**src/rtl/nand_init_sequencer.sv**
```systemverilog
// Purpose : autonomous NAND bring-up; on start it drives nand_master through
//           reset, chip enable, NAND reset, read ID, ID byte fetches, status.
// Latency : per step 1 (issue) + SETTLE_CYC + busy wait (>=1) + 1 (capture).
// Backpressure: waits on m_busy per step; a step stuck busy for TIMEOUT_CYC
//           WAIT cycles aborts with error/err_step. start ignored unless idle.
// Ports   : clk/nreset, start/ce_sel (request), m_* (nand_master command
//           interface), seq_busy/done/error/err_step/id_bytes/status (results).
module nand_init_sequencer #(
   parameter int unsigned ID_BYTES       = 5,
   parameter int unsigned SETTLE_CYC     = 2,
   parameter int unsigned TIMEOUT_CYC    = 65535,
   parameter logic [5:0]  CMD_RESET      = 6'h01,
   parameter logic [5:0]  CMD_CHIP_EN    = 6'h0E,
   parameter logic [5:0]  CMD_NAND_RESET = 6'h04,
   parameter logic [5:0]  CMD_READ_ID    = 6'h06,
   parameter logic [5:0]  CMD_GET_ID     = 6'h13,
   parameter logic [5:0]  CMD_GET_STATUS = 6'h0D
) (
   input  logic                    clk,
   input  logic                    nreset,
   input  logic                    start,
   input  logic [7:0]              ce_sel,
   output logic [5:0]              m_cmd_in,
   output logic                    m_activate,
   output logic [7:0]              m_data_in,
   input  logic [7:0]              m_data_out,
   input  logic                    m_busy,
   output logic                    seq_busy,
   output logic                    done,
   output logic                    error,
   output logic [3:0]              err_step,
   output logic [8*ID_BYTES-1:0]   id_bytes,
   output logic [7:0]              status
);

   localparam logic [3:0]  LAST_STEP   = 4'(4 + ID_BYTES);
   localparam logic [3:0]  SETTLE_LAST = 4'(SETTLE_CYC - 1);
   localparam logic [15:0] TMO_LAST    = 16'(TIMEOUT_CYC - 1);

   typedef enum logic [2:0] {
      S_IDLE, S_ISSUE, S_SETTLE, S_WAIT, S_CAPTURE, S_DONE, S_ERROR
   } state_t;

   state_t                 state_q, state_d;
   logic [3:0]             step_q, step_d;
   logic [3:0]             settle_q, settle_d;
   logic [15:0]            tmo_q, tmo_d;
   logic [7:0]             ce_q, ce_d;
   logic [5:0]             cmd_q, cmd_d;
   logic [7:0]             dat_q, dat_d;
   logic                   done_q, done_d;
   logic                   error_q, error_d;
   logic [3:0]             err_step_q, err_step_d;
   logic [8*ID_BYTES-1:0]  id_q, id_d;
   logic [7:0]             status_q, status_d;

   function automatic logic [5:0] cmd_for(input logic [3:0] s);
      logic [5:0] c;
      case (s)
         4'd0:    c = CMD_RESET;
         4'd1:    c = CMD_CHIP_EN;
         4'd2:    c = CMD_NAND_RESET;
         4'd3:    c = CMD_READ_ID;
         default: c = (s == LAST_STEP) ? CMD_GET_STATUS : CMD_GET_ID;
      endcase
      return c;
   endfunction

   always_comb begin
      state_d    = state_q;
      step_d     = step_q;
      settle_d   = settle_q;
      tmo_d      = tmo_q;
      ce_d       = ce_q;
      cmd_d      = cmd_q;
      dat_d      = dat_q;
      done_d     = done_q;
      error_d    = error_q;
      err_step_d = err_step_q;
      id_d       = id_q;
      status_d   = status_q;

      case (state_q)
         S_IDLE: begin
            if (start) begin
               ce_d     = ce_sel;
               step_d   = 4'd0;
               settle_d = 4'd0;
               tmo_d    = 16'd0;
               done_d   = 1'b0;
               error_d  = 1'b0;
               id_d     = '0;
               cmd_d    = cmd_for(4'd0);
               dat_d    = 8'h00;
               state_d  = S_ISSUE;
            end
         end
         S_ISSUE: begin
            settle_d = 4'd0;
            state_d  = S_SETTLE;
         end
         S_SETTLE: begin
            if (settle_q == SETTLE_LAST) begin
               tmo_d   = 16'd0;
               state_d = S_WAIT;
            end else begin
               settle_d = settle_q + 4'd1;
            end
         end
         S_WAIT: begin
            if (!m_busy) begin
               state_d = S_CAPTURE;
            end else if (tmo_q == TMO_LAST) begin
               error_d    = 1'b1;
               err_step_d = step_q;
               cmd_d      = 6'h00;
               dat_d      = 8'h00;
               state_d    = S_ERROR;
            end else begin
               tmo_d = tmo_q + 16'd1;
            end
         end
         S_CAPTURE: begin
            for (int k = 0; k < ID_BYTES; k++) begin
               if (step_q == 4'(4 + k)) id_d[8*k +: 8] = m_data_out;
            end
            if (step_q == LAST_STEP) begin
               status_d = m_data_out;
               done_d   = 1'b1;
               state_d  = S_DONE;
            end else begin
               step_d  = step_q + 4'd1;
               tmo_d   = 16'd0;
               // Next command is loaded here so it is already stable when
               // the one-cycle activate strobe is raised in ISSUE.
               cmd_d   = cmd_for(step_q + 4'd1);
               dat_d   = (step_q == 4'd0) ? ce_q : 8'h00;
               state_d = S_ISSUE;
            end
         end
         // DONE/ERROR last one cycle so a start coinciding with completion
         // is not taken as a new request.
         S_DONE:  state_d = S_IDLE;
         S_ERROR: state_d = S_IDLE;
         default: state_d = S_IDLE;
      endcase
   end

   always_ff @(posedge clk or negedge nreset) begin
      if (!nreset) begin
         state_q    <= S_IDLE;
         step_q     <= 4'd0;
         settle_q   <= 4'd0;
         tmo_q      <= 16'd0;
         ce_q       <= 8'h00;
         cmd_q      <= 6'h00;
         dat_q      <= 8'h00;
         done_q     <= 1'b0;
         error_q    <= 1'b0;
         err_step_q <= 4'd0;
         id_q       <= '0;
         status_q   <= 8'h00;
      end else begin
         state_q    <= state_d;
         step_q     <= step_d;
         settle_q   <= settle_d;
         tmo_q      <= tmo_d;
         ce_q       <= ce_d;
         cmd_q      <= cmd_d;
         dat_q      <= dat_d;
         done_q     <= done_d;
         error_q    <= error_d;
         err_step_q <= err_step_d;
         id_q       <= id_d;
         status_q   <= status_d;
      end
   end

   // Decoded from the state register so reset removes them immediately.
   assign m_activate = (state_q == S_ISSUE);
   assign seq_busy   = (state_q == S_ISSUE) || (state_q == S_SETTLE) ||
                       (state_q == S_WAIT)  || (state_q == S_CAPTURE);

   assign m_cmd_in  = cmd_q;
   assign m_data_in = dat_q;
   assign done      = done_q;
   assign error     = error_q;
   assign err_step  = err_step_q;
   assign id_bytes  = id_q;
   assign status    = status_q;

endmodule

```
**config.mk**
```make
export PLATFORM = sky130hd
export DESIGN_NAME = nand_init_sequencer
export DESIGN_NICKNAME = d
export VERILOG_FILES = /design/src/rtl/nand_init_sequencer.sv
export SDC_FILE = /design/constraint.sdc
export NUM_CORES = 1
export LEC_CHECK = 0
export CAP_MARGIN = 5
export CORE_MARGIN = 2
export CORE_UTILIZATION = 52
export DETAILED_ROUTE_END_ITERATION = 7
export PLACE_DENSITY = 0.85
export SETUP_SLACK_MARGIN = 0.2
export SLEW_MARGIN = 0
export SYNTH_ARGS = -nofsm -noshare
export SYNTH_HDL_FRONTEND = slang
export SYNTH_SLANG_ARGS = --single-unit
```
**constraint.sdc**
```tcl
create_clock -name clk -period 2.83 [get_ports clk]
set_input_delay 0.566 -clock clk [delete_from_list [all_inputs] [get_ports clk]]
set_output_delay 0.566 -clock clk [all_outputs]
set_load 0.05 [all_outputs]
```
* Word level (Yosys, flattened, before mapping)
Cells that the tools add are included.
Operators by class: add/sub/neg operators 3, eq/ne operators 30, multiplexer cells 43, reduce and logical (&&, ||, !) cells 26
Operators with widths (number):
- 2-to-1 mux 16 bit | 5
- 2-to-1 mux 8 bit | 10
- one-hot mux 40 bit (2 select lines) | 1
- one-hot mux 16 bit (4 select lines) | 1
- 2-to-1 mux 40 bit | 1
- AND reduction 3 bit | 10
- inequality test 2 bit (second input constant) | 13
- 2-to-1 mux 6 bit | 4
- one-hot mux 8 bit (3 select lines) | 1
- one-hot mux 5 bit (4 select lines) | 1
- one-hot mux 6 bit (3 select lines) | 1
- adder 16 x 1 -> 16 bit (second input constant) | 1
- == test 16 bit (second input constant) | 1
- == test 4 x 3 -> 1 bit (second input constant) | 4
- 2-to-1 mux 3 bit | 5
- one-hot mux 3 bit (5 select lines) | 1
- == test 4 bit (second input constant) | 3
- 2-to-1 mux 4 bit | 3
- one-hot mux 4 bit (3 select lines) | 1
- adder 4 x 1 -> 4 bit (second input constant) | 2
- == test 4 x 1 -> 1 bit (second input constant) | 2
- == test 4 x 2 -> 1 bit (second input constant) | 2
- logical NOT 4 bit | 2
- one-hot mux 4 bit (2 select lines) | 1
- other kinds (16) | 26
Word-level totals: flip-flop bits (word level) 103, bits of input ports 20, output and inout bits 70, logic and storage cells 118

* Logic depth before layout (Yosys ltp)
depth in word-level cells 6, gate-level depth with buffers 9, gate-level depth less buffers 7

* Worst setup path after synthesis
No wires, ideal clock.
path type register to output, from register state_q[0], to output port m_activate, arrival 1685 ps, required time 2264 ps, path slack 579 ps, cell stages (with the launch flop) 4, path buffers 1, path through dfrtp_1 -> buf_2 -> inv_1 -> nor3_1
On the way: word-level cells in the longest chain between the ends 1
Ends and longest elaborated chain:
- start, declared | line 44 | state_t state_q, state_d;
- start signal, assigned | line 164 | state_q <= state_d;
- == test 3 x 1 -> 1 bit | line 180 | assign m_activate = (state_q == S_ISSUE);
- end, declared | line 24 | output logic m_activate,
No other way between the ends.

* Final worst setup path
Ends and elaborated chain as after synthesis.

==> results_dict.tcl <==
set metrics [dict create \
    status "complete, no violations" \
    intPower_mw 2.69 \
    rsz0062_at_grt "false" \
    fin_skew_ns 0.0171 \
    grt_max_degree 55 \
    clock.fmax_ghz 0.398 \
    postSynthCellCount 428 \
    grt_usage 0.240 \
    yosys_warnings 0 \
    nNetsFinal 549 \
    r2r_end "tmo_q[14]$_DFFE_PN0P_" \
    initial_core_util 0.539 \
    worstSetupPathType "reg -> out" \
    start_kind "flip-flop" \
    io_pins 90 \
    drive_gt1_frac 0.166 \
    tns_ns 0 \
    switching_share 0.425 \
    slowest_delay_ns 0.57 \
    num_vias 3637 \
    syn_avg_cell_area_um2 11.0 \
    cts_hold_buf 0 \
    place.gp.congestion 0.842 \
    grt_pass1_vias 3698 \
    cts_setup_buffers 0 \
    cts_tree "built" \
    numPortBuffers 88 \
    synth_flop_cell "dfrtp_1" \
    switchingPower_mw 1.98 \
    antenna_cells 0 \
    worstMarginPinSlew_ns 0.794 \
    core_um2 8760 \
    cts.sink_count 102 \
    finalHoldViolCount 0 \
    wire_per_inst_um 17.9 \
    synthesis.nets 458 \
    pwr-share-clk 0.194 \
    detailed_place_hpwl_um 8110 \
    reg2regPathDepth 7 \
    hold_class "in -> async" \
    power-per-cell-area_nw_per_um2 786 \
    htreeDepth 3 \
    crit_cells 3 \
    endpoint "m_activate" \
    dr.pass1.iters 4 \
    area_growth_pct 25.5 \
    synth-edff-count 0 \
    ys_types 58 \
    period_needed_ns 2.51 \
    critPathMaxFanout 12 \
    slew_violations 0 \
    clock_latency_ns 0.37 \
    seq_area_um2 2550 \
    reg2reg_from "step_q[1]$_DFFE_PN0P_" \
    wirelength_um 11300 \
    slew_headroom 0.470 \
    multi_input_area_um2 2050 \
    cp_num_buf_inv 2 \
    path_delay_family "buffers and inverters" \
    via_per_inst 5.75 \
    dp.cells 616 \
    drv_cap 0 \
    timing.final.crit_share 0.887 \
    cp_cell_sequence "inv_1 > nor3_1 > dlygate4sd2_1" \
    overflow 0 \
    critPathCaptureType "primary output" \
    crit_start "state_q[0]$_DFFE_PN0P_" \
    ys_seq_area_frac 0.540 \
    worstPathRequired_ns 2.26 \
    grt_pass1_wl_um 18600 \
    crit_slowest_cell "dfrtp_1" \
    antenna_found_initial 0 \
    rrSetupSlack_ns 0.52 \
    fin_cells 632 \
    crit_arrival_ns 1.94 \
    peakVddDrop_uv 505 \
    die_area_um2 9870 \
    cts_buffers 9 \
    synth_area_um2 4730 \
    synthArstFlopShare 1.00 \
    first_iter_violations 139 \
    synth.ff_latch_count 102 \
    p_leak_nw 2.75 \
    antenna_left 0 \
    rows 34 \
    seqPwrFrac 0.403 \
    clkTransAtPathRegs_ns 0.10 \
    fillers 658 \
    die_h_um 99.3 \
    setup_violations 0 \
    ctsRootBufferMaster "clkbuf_8" \
    die_w_um 99.3 \
    route.detailed.drc 0 \
    combPwrFrac 0.403 \
    cts_buffer_depth 2 \
]
power by group through the flow:
stage / logic, mW / registers, mW / clock network (mW)
after floorplan: 0.960 / 2.22 / 0
after global placement: 1.84 / 1.89 / 0
after detailed placement: 1.89 / 1.90 / 0
after CTS: 1.89 / 1.87 / 0.926
after global routing: 2.03 / 1.91 / 0.984
final: 1.88 / 1.88 / 0.907
flip-flops by register name, summed over array words and instances, names as in the netlist:
register and count:
status 8, step_q 4, error 1, tmo_q 16, m_data_in 8, ce_q 8, err_step 4, settle_q 4
done 1, state_q 3, id_bytes 40, m_cmd_in 5
Yosys cell counts (4+ instances only):
| cell | count | share of area |
|---|---|---|
| a22o_1 | 11 | 0.020 |
| ha_1 | 10 | 0.026 |
| and4_1 | 6 | 0.011 |
| nand3_1 | 11 | 0.012 |
| and3_1 | 4 | 0.0053 |
| mux2_2 | 45 | 0.11 |
| inv_1 | 9 | 0.0071 |
| nand2_1 | 73 | 0.058 |
| a21o_1 | 4 | 0.0064 |
| nor2_1 | 16 | 0.013 |
| nor3_1 | 7 | 0.0074 |
| clkbuf_1 | 8 | 0.0064 |
| and2_1 | 13 | 0.017 |
| dfrtp_1 | 102 | 0.54 |
| a31oi_1 | 7 | 0.0093 |
| buf_2 | 6 | 0.0064 |
| a21oi_1 | 13 | 0.014 |
| nand4_1 | 5 | 0.0066 |
| o21ai_0 | 19 | 0.020 |
worst register-to-register path: stages, from the launching register on:
cell and delay, ns:
dfrtp_1 0.50, inv_1 0.14, ha_1 0.30, and3b_1 0.24
nand2_1 0.11, o21ai_1 0.25, or4_1 0.57, a21oi_1 0.14
routing by layer:
layer,global-route usage,part of all wire
met5,0,0
met4,0.0622,0.012
met3,0.0928,0.076
met2,0.386,0.48
met1,0.306,0.43
worst min-delay path by stage:
stage / slack [ns] / startpoint / end / cells past startpoint
6_report: 0.22 / nreset / id_bytes[36]$_DFFE_PN0P_ / 1
5_1_grt: 0.26 / nreset / id_bytes[37]$_DFFE_PN0P_ / 1
4_1_cts: 0.23 / nreset / id_bytes[20]$_DFFE_PN0P_ / 1
3_5_place_dp: 0.46 / status[7]$_DFFE_PN0P_ / status[7]$_DFFE_PN0P_ / 2
3_3_place_gp: 0.46 / ce_q[6]$_DFFE_PN0P_ / ce_q[6]$_DFFE_PN0P_ / 2
2_1_floorplan: 0.27 / nreset / ce_q[0]$_DFFE_PN0P_ / 0
cells by family after synthesis:
| group | Yosys count | synth area share |
|---|---|---|
| mux | 47 | 0.111 |
| flops | 102 | 0.540 |
| other cells | 1 | 0.000793 |
| xor+xnor | 3 | 0.00556 |
| simple gates | 156 | 0.165 |
| fa+ha+maj | 10 | 0.0265 |
| compound gates | 82 | 0.125 |
| buf+inv | 27 | 0.0257 |
through the flow:
step                setup WS, ns  cell area [µm²]  hold WS, ns  total power, mW  utilization
floorplan                  0.579             4730        0.270             3.18            -
global placement           0.392             5740        0.460             3.72        0.655
detailed placement         0.348             5740        0.463             3.79        0.655
CTS                        0.338             5930        0.225             4.69        0.677
global route               0.217             5930        0.261             4.92        0.677
finish                     0.320             5930        0.218             4.67        0.677
layout by cell type (no fill, tap or decap), drive strengths merged, types with 3 or more instances in the layout:
master	instances
clkbuf	9
ha	10
clkinv	3
nor3	8
a22o	11
and4	6
o21ai	20
inv	12
o22ai	3
clkdlybuf4s50	85
nand3	11
nand2	73
dfrtp	102
a21o	4
a31oi	7
nor2	18
and2	13
buf	11
nor4	3
nand4	5
a21oi	18
and3	4
mux2	45
layout make-up:
type	count	share of cell area
Sequential cell	102	0.430
Multi-Input combinational cell	299	0.346
Timing Repair Buffer	98	0.162
Tap cell	108	0.0228
Clock buffer	9	0.0209
Clock inverter	7	0.0122
Inverter	9	0.00569
repair_timing:
| action | 4_1_cts | 5_1_grt |
|---|---|---|
| setup endpoints to repair | 2 | 0 |
| hold endpoints to repair | 0 | 0 |
| resized for setup | 2 | 0 |
Power figures use the tool's default switching activity.
==> RTL change, RTL diff (config.mk and constraints unchanged) <==
Register the inputs `start`, `ce_sel`, `m_data_out` and `m_busy` before use. The logic sees them one clock later. Comments in the files are not updated.
--- a/src/rtl/nand_init_sequencer.sv
+++ b/src/rtl/nand_init_sequencer.sv
@@ -42,4 +42,16 @@
    } state_t;
 
+   logic start_q;
+   logic [7:0] ce_sel_q;
+   logic [7:0] m_data_out_q;
+   logic m_busy_q;
+
+   always_ff @(posedge clk) begin
+      start_q      <= start;
+      ce_sel_q     <= ce_sel;
+      m_data_out_q <= m_data_out;
+      m_busy_q     <= m_busy;
+   end
+
    state_t                 state_q, state_d;
    logic [3:0]             step_q, step_d;
@@ -83,6 +95,6 @@
       case (state_q)
          S_IDLE: begin
-            if (start) begin
-               ce_d     = ce_sel;
+            if (start_q) begin
+               ce_d     = ce_sel_q;
                step_d   = 4'd0;
                settle_d = 4'd0;
@@ -109,5 +121,5 @@
          end
          S_WAIT: begin
-            if (!m_busy) begin
+            if (!m_busy_q) begin
                state_d = S_CAPTURE;
             end else if (tmo_q == TMO_LAST) begin
@@ -123,8 +135,8 @@
          S_CAPTURE: begin
             for (int k = 0; k < ID_BYTES; k++) begin
-               if (step_q == 4'(4 + k)) id_d[8*k +: 8] = m_data_out;
+               if (step_q == 4'(4 + k)) id_d[8*k +: 8] = m_data_out_q;
             end
             if (step_q == LAST_STEP) begin
-               status_d = m_data_out;
+               status_d = m_data_out_q;
                done_d   = 1'b1;
                state_d  = S_DONE;
Function: changed (Yosys sat finds a counterexample within 4 cycles, from zero or initial values and one cycle with nreset low).
==> RTL change against the unedited design <==
- utilization increased by 2.2 points
- total power increased by 53%
- global-route usage increased by 0.58 points
- cell area increased by 15%
- worst setup slack got worse by 0.081 ns
- synthesized area increased by 9.9%
- sequential cell count increased by 18
- routed wire length increased by 11%
- die area increased by 9.5%
- critical path type unchanged
- critical endpoint is now seq_busy
- largest cell class unchanged
==> RTL change: results (changes against the unedited design) <==
| Metric | Value |
|---|---|
| Number of global-route vias before repair | 4,100 (was 3,698) |
| HPWL after DPL | 8230 um (was 8110 um) |
| Ys async rst share | 0.850 (was 1.00) |
| Clk slew on worst S/H paths | 0.06 ns (was 0.10 ns) |
| Max incr delay on CP | 0.55 ns (was 0.57 ns) |
| Clock latency on the worst-skew pair | 0.52 ns (was 0.37 ns) |
| Largest cells by area after synthesis | dfrtp_1 49%, mux2_1 9.5%, dfxtp_1 6.9%, nand2_1 5.6%, ha_1 2.4% (was dfrtp_1 54%, mux2_2 11%, nand2_1 5.8%, ha_1 2.6%, a22o_1 2.0%) |
| VDD IR max | 676 uV (was 505 uV) |
| Crit-path slowest cell | dlygate4sd2_1 (was dfrtp_1) |
| Vias | 3,892 (was 3,637) |
| Final GP Congestion | 0.885 (was 0.842) |
| Synth unique cells | 63 (was 58) |
| Post-synthesis sequential area ratio | 0.561 (was 0.540) |
| H-Tree Level Count | 4 (was 3) |
| Global-route wire length before repair | 20,800 um (was 18,600 um) |
| Post-Syn Nets | 482 (was 458) |
| Total Routing Usage GR | 0.245 (was 0.240) |
| Starting DRT DRC Count | 236 (was 139) |
| Fill count | 693 (was 658) |
| Met2 global-route usage | 0.408 (was 0.386) |
| Synth cell count leaders | 102 x dfrtp_1, 78 x nand2_1, 44 x mux2_1 (was 102 x dfrtp_1, 73 x nand2_1, 45 x mux2_2) |
| Outcome | finished clean (unchanged) |
| Met3 GRT Util | 0.0833 (was 0.0928) |
| Area Growth Syn to Fin | 30.8% (was 25.5%) |
| Leakage power | 3.15 nW (was 2.75 nW) |
| Rel. slew slack | 0.463 (was 0.470) |
| Clock Skew | 0.00888 ns (was 0.0171 ns) |
| Layout cells sized above 1 | 0.108 (was 0.166) |
-- RTL change: repair_timing --
action,CTS,global route
gates resized for setup,2,2
setup buffers,0,1
endpoints found under the setup margin,2,3
pin swaps,0,1
-- RTL change: routing by layer --
metal	share of wire	vias to the layer above
met1	0.41	1955
met5	0	-
met2	0.50	113
met3	0.068	18
li1	-	1806
met4	0.018	0
-- RTL change: final cells by class --
class,count,area share
Timing Repair Buffer,97,0.141
Tap cell,133,0.0245
Clock buffer,21,0.0646
Inverter,9,0.00497
Multi-Input combinational cell,305,0.314
Sequential cell,120,0.429
Clock inverter,11,0.0221
-- RTL change: path summary, 6_finish.rpt --
| path | start | end | slack, ns | cells after the start |
|---|---|---|---|---|
| worst min register to register | ce_sel_q[1]$_DFF_P_ | ce_q[1]$_DFFE_PN0P_ | 0.41 | 2 |
| min in group clk | ce_sel_q[1]$_DFF_P_ | ce_q[1]$_DFFE_PN0P_ | 0.41 | 2 |
| worst max register to register | step_q[1]$_DFFE_PN0P_ | tmo_q[5]$_DFFE_PN0P_ | 0.64 | 8 |
| worst min-delay path | nreset | settle_q[2]$_DFFE_PN0P_ | 0.11 | 1 |
| max in group asynchronous | nreset | state_q[1]$_DFFE_PN0P_ | 2.03 | 2 |
| worst max-delay path | state_q[1]$_DFFE_PN0P_ | seq_busy | 0.24 | 3 |
-- RTL change: kinds of logic after synthesis --
logic type	share of synthesized area
compound gates	0.105
xor+xnor	0.00674
fa+ha+maj	0.0241
buf+inv	0.0282
flops	0.561
mux	0.0994
other cells	0.000722
simple gates	0.175
-- RTL change: through the flow --
| step | worst slack (ns) | std cells | area, sq um | hold WS, ns | util |
|---|---|---|---|---|---|
| final | 0.238 | 696 | 6800 | 0.108 | 0.699 |
| after floorplan | 0.774 | 452 | 5200 | 0.270 | - |
| after CTS | 0.129 | 695 | 6790 | 0.113 | 0.698 |
| after global placement | 0.449 | 663 | 6200 | 0.404 | 0.637 |
| after detailed placement | 0.383 | 663 | 6200 | 0.406 | 0.637 |
| after global routing | 0.144 | 696 | 6800 | 0.158 | 0.699 |
-- RTL change: power groups by stage --
stage | logic [mW] | registers (mW) | clock network [mW]
after floorplan | 1.20 | 2.98 | 0
after global placement | 2.56 | 2.35 | 0
after detailed placement | 2.63 | 2.37 | 0
after CTS | 2.65 | 2.36 | 2.16
after global routing | 2.82 | 2.40 | 2.23
final | 2.64 | 2.36 | 2.14
